**config.mk**
```make
export PLATFORM = sky130hd
export DESIGN_NAME = fetch_unit
export DESIGN_NICKNAME = d
export VERILOG_FILES = /design/src/rtl/fetch_unit.sv
export SDC_FILE = /design/constraint.sdc
export NUM_CORES = 1
export LEC_CHECK = 0
export CAP_MARGIN = 10
export CORE_MARGIN = 2
export CORE_UTILIZATION = 51
export CTS_BUF_LIST = sky130_fd_sc_hd__clkbuf_8
export CTS_CLUSTER_SIZE = 20
export DETAILED_ROUTE_END_ITERATION = 10
export HOLD_SLACK_MARGIN = 0.03
export PLACE_DENSITY = 0.79
export SLEW_MARGIN = 0
export SYNTH_ARGS = -nofsm -noshare
export SYNTH_HDL_FRONTEND = slang
export SYNTH_SLANG_ARGS = --single-unit
```
**constraint.sdc**
```tcl
create_clock -name clk_i -period 4.6 [get_ports clk_i]
set_clock_uncertainty 0.15 [all_clocks]
set_input_delay 1.38 -clock clk_i [delete_from_list [all_inputs] [get_ports clk_i]]
set_output_delay 1.38 -clock clk_i [all_outputs]
set_load 0.01 [all_outputs]
```
**src/rtl/fetch_unit.sv**
```systemverilog
// Instruction fetch unit: issues one instruction-memory read at a time,
// buffers returned words with their addresses in a two-entry FIFO and hands
// them to decode, with redirects (taken branches/jumps) flushing the buffer.
module fetch_unit #(
    parameter logic [31:0] RESET_PC = 32'h0000_0000
) (
    input  logic        clk_i,
    input  logic        rst_ni,
    output logic        imem_req_o,
    output logic [31:0] imem_addr_o,
    input  logic        imem_ack_i,
    input  logic [31:0] imem_rdata_i,
    output logic [31:0] instr_o,
    output logic [31:0] instr_pc_o,
    output logic        instr_valid_o,
    input  logic        instr_ready_i,
    input  logic        redirect_i,
    input  logic [31:0] redirect_pc_i
);

    typedef enum logic [1:0] {
        IDLE,
        REQ,
        DROP
    } state_e;

    state_e      state_q, state_d;
    logic [31:0] pc_q, pc_d;
    logic [31:0] dropAddr_q, dropAddr_d;
    logic [1:0]  count_q, count_d;
    logic        rdPtr_q, rdPtr_d;
    logic        wrPtr_q, wrPtr_d;
    logic [31:0] bufWord_q [2];
    logic [31:0] bufPc_q [2];

    logic        doPush;
    logic        doPop;
    logic        doFlush;
    logic [1:0]  postPushCount;
    logic [31:0] redirectTarget;

    // Redirect targets are always word aligned; the low two bits are dropped.
    assign redirectTarget = redirect_pc_i & 32'hFFFF_FFFC;

    // A request is on the bus in REQ and DROP. In DROP the PC may already hold
    // a redirect target, so the address of the abandoned request is held
    // separately until its acknowledge retires it.
    assign imem_req_o  = (state_q == REQ) || (state_q == DROP);
    assign imem_addr_o = (state_q == DROP) ? dropAddr_q : pc_q;

    // Head of the buffer drives decode; outputs read zero while empty.
    assign instr_valid_o = (count_q != 2'd0);
    assign instr_o       = instr_valid_o ? bufWord_q[rdPtr_q] : 32'h0;
    assign instr_pc_o    = instr_valid_o ? bufPc_q[rdPtr_q]   : 32'h0;

    assign doPop         = instr_valid_o && instr_ready_i;
    assign postPushCount = count_q + 2'd1 - {1'b0, doPop};

    // Next-state logic for the fetch FSM and PC; redirect wins over everything.
    always_comb begin
        state_d    = state_q;
        pc_d       = pc_q;
        dropAddr_d = dropAddr_q;
        doPush     = 1'b0;
        doFlush    = 1'b0;
        case (state_q)
            IDLE: begin
                if (redirect_i) begin
                    pc_d    = redirectTarget;
                    doFlush = 1'b1;
                end else if (count_q < 2'd2) begin
                    state_d = REQ;
                end
            end
            REQ: begin
                if (redirect_i) begin
                    pc_d    = redirectTarget;
                    doFlush = 1'b1;
                    if (imem_ack_i) begin
                        state_d = IDLE;
                    end else begin
                        state_d    = DROP;
                        dropAddr_d = pc_q;
                    end
                end else if (imem_ack_i) begin
                    doPush = 1'b1;
                    pc_d   = pc_q + 32'd4;
                    if (postPushCount < 2'd2) begin
                        state_d = REQ;
                    end else begin
                        state_d = IDLE;
                    end
                end
            end
            DROP: begin
                // The buffer was flushed on entry and nothing is pushed here,
                // so a further redirect only needs to retarget the PC.
                if (redirect_i) begin
                    pc_d = redirectTarget;
                end
                if (imem_ack_i) begin
                    state_d = IDLE;
                end
            end
            default: begin
                state_d = IDLE;
            end
        endcase
    end

    // Buffer occupancy and pointer updates; a flush empties the buffer outright.
    always_comb begin
        count_d = count_q;
        rdPtr_d = rdPtr_q;
        wrPtr_d = wrPtr_q;
        if (doFlush) begin
            count_d = 2'd0;
            rdPtr_d = 1'b0;
            wrPtr_d = 1'b0;
        end else begin
            count_d = count_q + {1'b0, doPush} - {1'b0, doPop};
            rdPtr_d = rdPtr_q ^ doPop;
            wrPtr_d = wrPtr_q ^ doPush;
        end
    end

    // Control state registers with synchronous active-low reset.
    always_ff @(posedge clk_i) begin
        if (!rst_ni) begin
            state_q    <= IDLE;
            pc_q       <= RESET_PC;
            dropAddr_q <= RESET_PC;
            count_q    <= 2'd0;
            rdPtr_q    <= 1'b0;
            wrPtr_q    <= 1'b0;
        end else begin
            state_q    <= state_d;
            pc_q       <= pc_d;
            dropAddr_q <= dropAddr_d;
            count_q    <= count_d;
            rdPtr_q    <= rdPtr_d;
            wrPtr_q    <= wrPtr_d;
        end
    end

    // Buffer storage; contents are masked by the count, so no reset is needed.
    always_ff @(posedge clk_i) begin
        if (doPush) begin
            bufWord_q[wrPtr_q] <= imem_rdata_i;
            bufPc_q[wrPtr_q]   <= pc_q;
        end
    end

endmodule

```
-- Word level (Yosys, flattened, before mapping)
Memory sizes are Yosys's and may differ from the RTL's. A register that Yosys moved wholly into a read port is not among the register bits.
Cells that the tools add are included.
- equal/unequal tests: 7
- add/subtract/negate cells: 5
- reduce and logical (&&, ||, !) cells: 11
- $mul: 0
- shifts and indexed selects: 0
- bitwise operators: 4
- div/mod/pow operators: 0
- magnitude comparators: 2
- mux-type cells: 24
- operators by type and width (cell ; number):
    $mux W32 ; 6
    $pmux W32 S2 ; 1
    $add A32 B3 Y32 const B ; 1
    $mux W2 ; 6
    $mux W1 ; 10
    $ne A2 B2 Y1 const B ; 3
    $pmux W2 S3 ; 1
    $reduce_and A3 Y1 ; 2
    $reduce_or A2 Y1 ; 3
    $lt A2 B2 Y1 const B ; 2
    $reduce_and A4 Y1 ; 1
    $reduce_bool A2 Y1 ; 2
    $sub A2 B1 Y2 ; 2
    $ne A3 B3 Y1 const B ; 1
    $add A2 B1 Y2 ; 1
    $add A2 B1 Y2 const B ; 1
    $eq A2 B1 Y1 const B ; 1
    $eq A2 B2 Y1 const B ; 1
    $logic_not A2 Y1 ; 1
    $ne A2 B1 Y1 const B ; 1
    $not A1 Y1 ; 2
    $xor A1 B1 Y1 ; 2
    $logic_and A1 B1 Y1 ; 1
    $logic_or A1 B1 Y1 ; 1
- output and inout port bits: 98
- bits in registers: 70
- logic and storage cells: 61
- ROM bits: 0
- memory bits (writable): 128
- memories kept: 2
- input port bits: 69
- bits in latches: 0
- memories (memory ; words ; width ; rd ports ; clocked after memory_dff ; wr ports ; RTL line ; source):
    bufPc_q ; 2 ; 32 ; 1 ; 1 ; 1 ; 34 ; logic [31:0] bufPc_q [2];
    bufWord_q ; 2 ; 32 ; 1 ; 1 ; 1 ; 33 ; logic [31:0] bufWord_q [2];

-- Longest topological paths before layout
- word-level depth: 8
- gate-level depth with buffers: 11
- mapped depth without buffers: 10

-- Worst setup path before layout
Ideal clock, no wire load.
- path kind: input to register
- start: input port redirect_i
- end: memory bufPc_q[1][10] (enable)
- cell stages on the path: 5
- required time: 4.023 ns
- library setup time: 0.427 ns
- buffers on the path: 1
- arrival time: 3.356 ns
- path slack: 0.667 ns
- cell sequence: buf_2 nor2b_1 nand2_1 inv_1 ha_1
- longest elaborated chain between the ends: 4
- ends and longest elaborated chain (element ; RTL line ; source):
    from (decl) ; 17 ; input logic redirect_i,
    $mux W1 ; 76 ; if (redirect_i) begin
    $mux W1 ; 66 ; case (state_q)
    $mux W1 ; 148 ; if (doPush) begin
    $mux W1 (not written as such) ; 150 ; bufPc_q[wrPtr_q] <= pc_q;
    to (decl) ; 34 ;
No other way between the ends.

-- Final worst setup path
- start: register state_q[0]
- end: output port imem_addr_o[17]
- longest elaborated chain between the ends: 2
- ends and longest elaborated chain (element ; RTL line ; source):
    from (decl) ; 27 ; state_e state_q, state_d;
    from (signal assigned) ; 137 ; state_q <= state_d;
    $eq A2 B2 Y1 ; 49 ; assign imem_addr_o = (state_q == DROP) ? dropAddr_q : pc_q;
    $mux W32 ; 49 ;
    to (decl) ; 10 ; output logic [31:0] imem_addr_o,
No other way between the ends.

==> results.py <==
metrics = {
    "detailed_routing": {
        "drt-vias-per-instance": 5.444,
        "vias": 6092,
        "routed_wl_mm": 18.65,
        "drtPass1Iterations": 6,
        "wl_per_cell_microns": 16.67,
        "ant_nets": 0,
        "drc": 0,
        "drt_iter0_markers": 478,
    },
    "grt": {
        "antenna_found_initial": 0,
        "grt_use_total_pct": 21.21,
        "busiest_layer": "met2",
        "use_met2_pct": 34.25,
        "grt_pass1_vias": 5752,
        "grt.met1_usage_pct": 28.83,
        "use_met3_pct": 5.556,
        "grt_max_degree": 54,
        "grt_pass1_wl_mm": 29.47,
        "grt-ovfl-total": 0,
    },
    "run": {
        "cap_violations": 0,
    },
    "floorplan": {
        "core-area_sq_mm": 0.01641,
        "die_area_sq_mm": 0.01766,
        "start_util_pct": 51.63,
        "die_w_microns": 132.9,
        "num_rows": 47,
        "ios": 167,
        "fp.dieH_microns": 132.9,
    },
    "setup_path": {
        "critPathMaxFanout": 27,
        "path_buf_inv": 3,
        "start_kind": "flip-flop",
        "cp.required_ns": 3.07,
        "critPathTopFamily": "buffers and inverters",
        "cp_slowest_cell": "clkdlybuf4s50_1",
        "arrival_ns": 2.64,
        "critical-path-max-stage-delay_ns": 0.49,
        "endpoint_kind": "output port",
        "critPathKind": "flip-flop to output port",
        "crit_chain": "inv_1 > ha_1 > buf_4 > mux2_2 > clkdlybuf4s50_1",
    },
    "power_and_ir_drop": {
        "p_per_area_mw_per_mm2": 334.7,
        "p_sw_mw": 0.9258,
        "netSwitchingFraction_pct": 25.92,
        "p_clk_share_pct": 29.6,
        "cellInternalPower_mw": 2.645,
        "p_seq_share_pct": 55.7,
        "share_comb_of_total_power_pct": 14.7,
        "irDropWorstVdd_mv": 0.1888,
        "leakage_nw": 3.505,
    },
    "final_layout": {
        "layout-drive-gt1-share_pct": 10.01,
        "final_nets": 963,
        "final_common_cell": "clkdlybuf4s50_1",
        "final_core_util_pct": 65.03,
        "final_cell_mix": "159 x clkdlybuf4s50_1, 124 x edfxtp_1, 92 x nand2_1",
        "diodes": 0,
        "syn_to_final_growth_pct": 25.95,
        "nFillCells": 1274,
    },
    "sta": {
        "fin_ws_ns": 0.4346,
        "rsz0062_at_grt": "false",
        "hold_viol_final": 0,
        "relSlewSlack_pct": 40.31,
        "period_share_pct": 90.55,
        "tightest_slew_ns": 0.8871,
        "period_minus_slack_ns": 4.165,
        "fmax_ghz": 0.2401,
        "slew_viol_final": 0,
        "fin_tns_setup_ns": 0,
        "setup_viol": 0,
    },
    "synthesis": {
        "synth_cell_types": 57,
        "synth_ff_type": "edfxtp_1",
        "synth-async-reset-ratio_pct": 0,
        "synth_edf_count": 124,
        "synth_area_sq_mm": 0.008471,
        "avgSynthCellArea_sq_um": 11.42,
        "ys_ff_latch": 190,
        "synth_warnings": 0,
        "ys_seq_area_share_pct": 59.56,
        "synth_cells": 742,
    },
    "cts": {
        "clk_latency_ns": 0.46,
        "cts_tree": "done",
        "cts_hold_buf": 0,
        "cts_inserted_buffers": 17,
        "cts-root-buf": "clkbuf_8",
        "cts.path.max_buffers": 2,
        "htree_num_levels": 4,
        "clock-sinks": 190,
        "postCtsSetupRepairBufs": 0,
        "clk_pin_slew_ns": 0.09,
        "post_cts_resize_count": 0,
    },
    "placed_design": {
        "place_hpwl_mm": 12.41,
        "gp_congestion": 0.8652,
        "pre_cts_ws_ns": 0.8005,
        "port_buffers": 160,
    },
    "status": {
        "status": "completed",
    },
    "hold_path": {
        "min_path_type": "flip-flop to flip-flop",
    },
}
-- synth_stat cells, types with 7 or more instances --
library cell | n | share of area (%)
edfxtp_1 | 124 | 44
nand2_1 | 92 | 4.1
nor2_1 | 87 | 3.9
dfxtp_1 | 66 | 16
mux2i_1 | 64 | 7.6
clkbuf_1 | 47 | 2.1
a21boi_0 | 31 | 2.7
mux2_2 | 29 | 3.9
o21ai_0 | 22 | 1.3
nand3_1 | 20 | 1.2
nand4_1 | 17 | 1.3
a21oi_1 | 14 | 0.83
a31oi_1 | 9 | 0.66
inv_1 | 9 | 0.40
ha_1 | 8 | 1.2
and2_1 | 7 | 0.52
and4_1 | 7 | 0.72
nor3_1 | 7 | 0.41
or3_1 | 7 | 0.52
-- worst register-to-register path, stage by stage (launching register included) --
cell      delay, ns
dfxtp_1        0.45
inv_1          0.10
ha_1           0.34
buf_4          0.31
buf_4          0.22
or3_1          0.34
buf_4          0.29
or3_1          0.44
o21ai_0        0.08
a211oi_1       0.11
-- power by group through the flow --
stage	Sequential [mW]	Clock, mW	Combinational [mW]
2_1_floorplan	1.98	0	0.299
3_3_place_gp	2.02	0	0.518
3_5_place_dp	2.03	0	0.524
4_1_cts	1.99	1.08	0.527
5_1_grt	2.00	1.15	0.568
6_report	1.99	1.06	0.524
-- cell families after synthesis --
| family | synth area share [%] |
|---|---|
| AO/OA/AOI/OAI | 9.690 |
| AND/OR/NAND/NOR | 14.68 |
| multiplexers | 11.42 |
| XOR/XNOR | 0.4137 |
| other | 0.04427 |
| adder cells (fa/ha/maj) | 1.182 |
| flip-flops | 59.56 |
| buffers and inverters | 3.013 |
-- per-stage QoR --
step | total power [mW] | hold WS [ns] | cell area, sq um | cells
2_1_floorplan | 2.284 | 0.2702 | 8482 | 745
3_3_place_gp | 2.540 | 0.2971 | 10290 | 1087
3_5_place_dp | 2.552 | 0.3066 | 10290 | 1087
4_1_cts | 3.600 | 0.3201 | 10670 | 1119
5_1_grt | 3.718 | 0.3377 | 10670 | 1119
6_report | 3.571 | 0.3162 | 10670 | 1119
-- sequential cells by signal (all words and copies together), names as in the netlist --
register,flops
bufWord_q,64
bufPc_q,60
dropAddr_q,30
pc_q,30
count_q,2
state_q,2
rdPtr_q,1
wrPtr_q,1
-- path summary, 6_finish.rpt --
check                                   start                          end  slack [ns]  cells after the start
setup / recovery      state_q[0]$_SDFFE_PN0P_              imem_addr_o[17]        0.43                      5
hold / removal    dropAddr_q[28]$_SDFFE_PN0P_  dropAddr_q[28]$_SDFFE_PN0P_        0.32                      2
setup reg to reg      state_q[0]$_SDFFE_PN0P_         pc_q[7]$_SDFFE_PN0P_        1.66                      9
hold reg to reg   dropAddr_q[28]$_SDFFE_PN0P_  dropAddr_q[28]$_SDFFE_PN0P_        0.32                      2
-- routing by layer --
| layer | vias up | routed length [microns] |
|---|---|---|
| li1 | 2991 | - |
| met1 | 2864 | 8252 |
| met2 | 222 | 8843 |
| met3 | 15 | 1402 |
| met4 | 0 | 154 |
| met5 | - | 0 |
-- layout make-up --
type                       count  area (sq um)  area share [%]
clock inverter                15         148.9           1.396
multi-input combinational    492          3199           29.99
inverter                       9         33.78          0.3166
timing repair buffer         176          1729           16.21
sequential                   190          5049           47.32
clock buffer                  17         234.0           2.193
tap                          220         275.3           2.580
No activity file was read; power rests on OpenSTA's default activity.
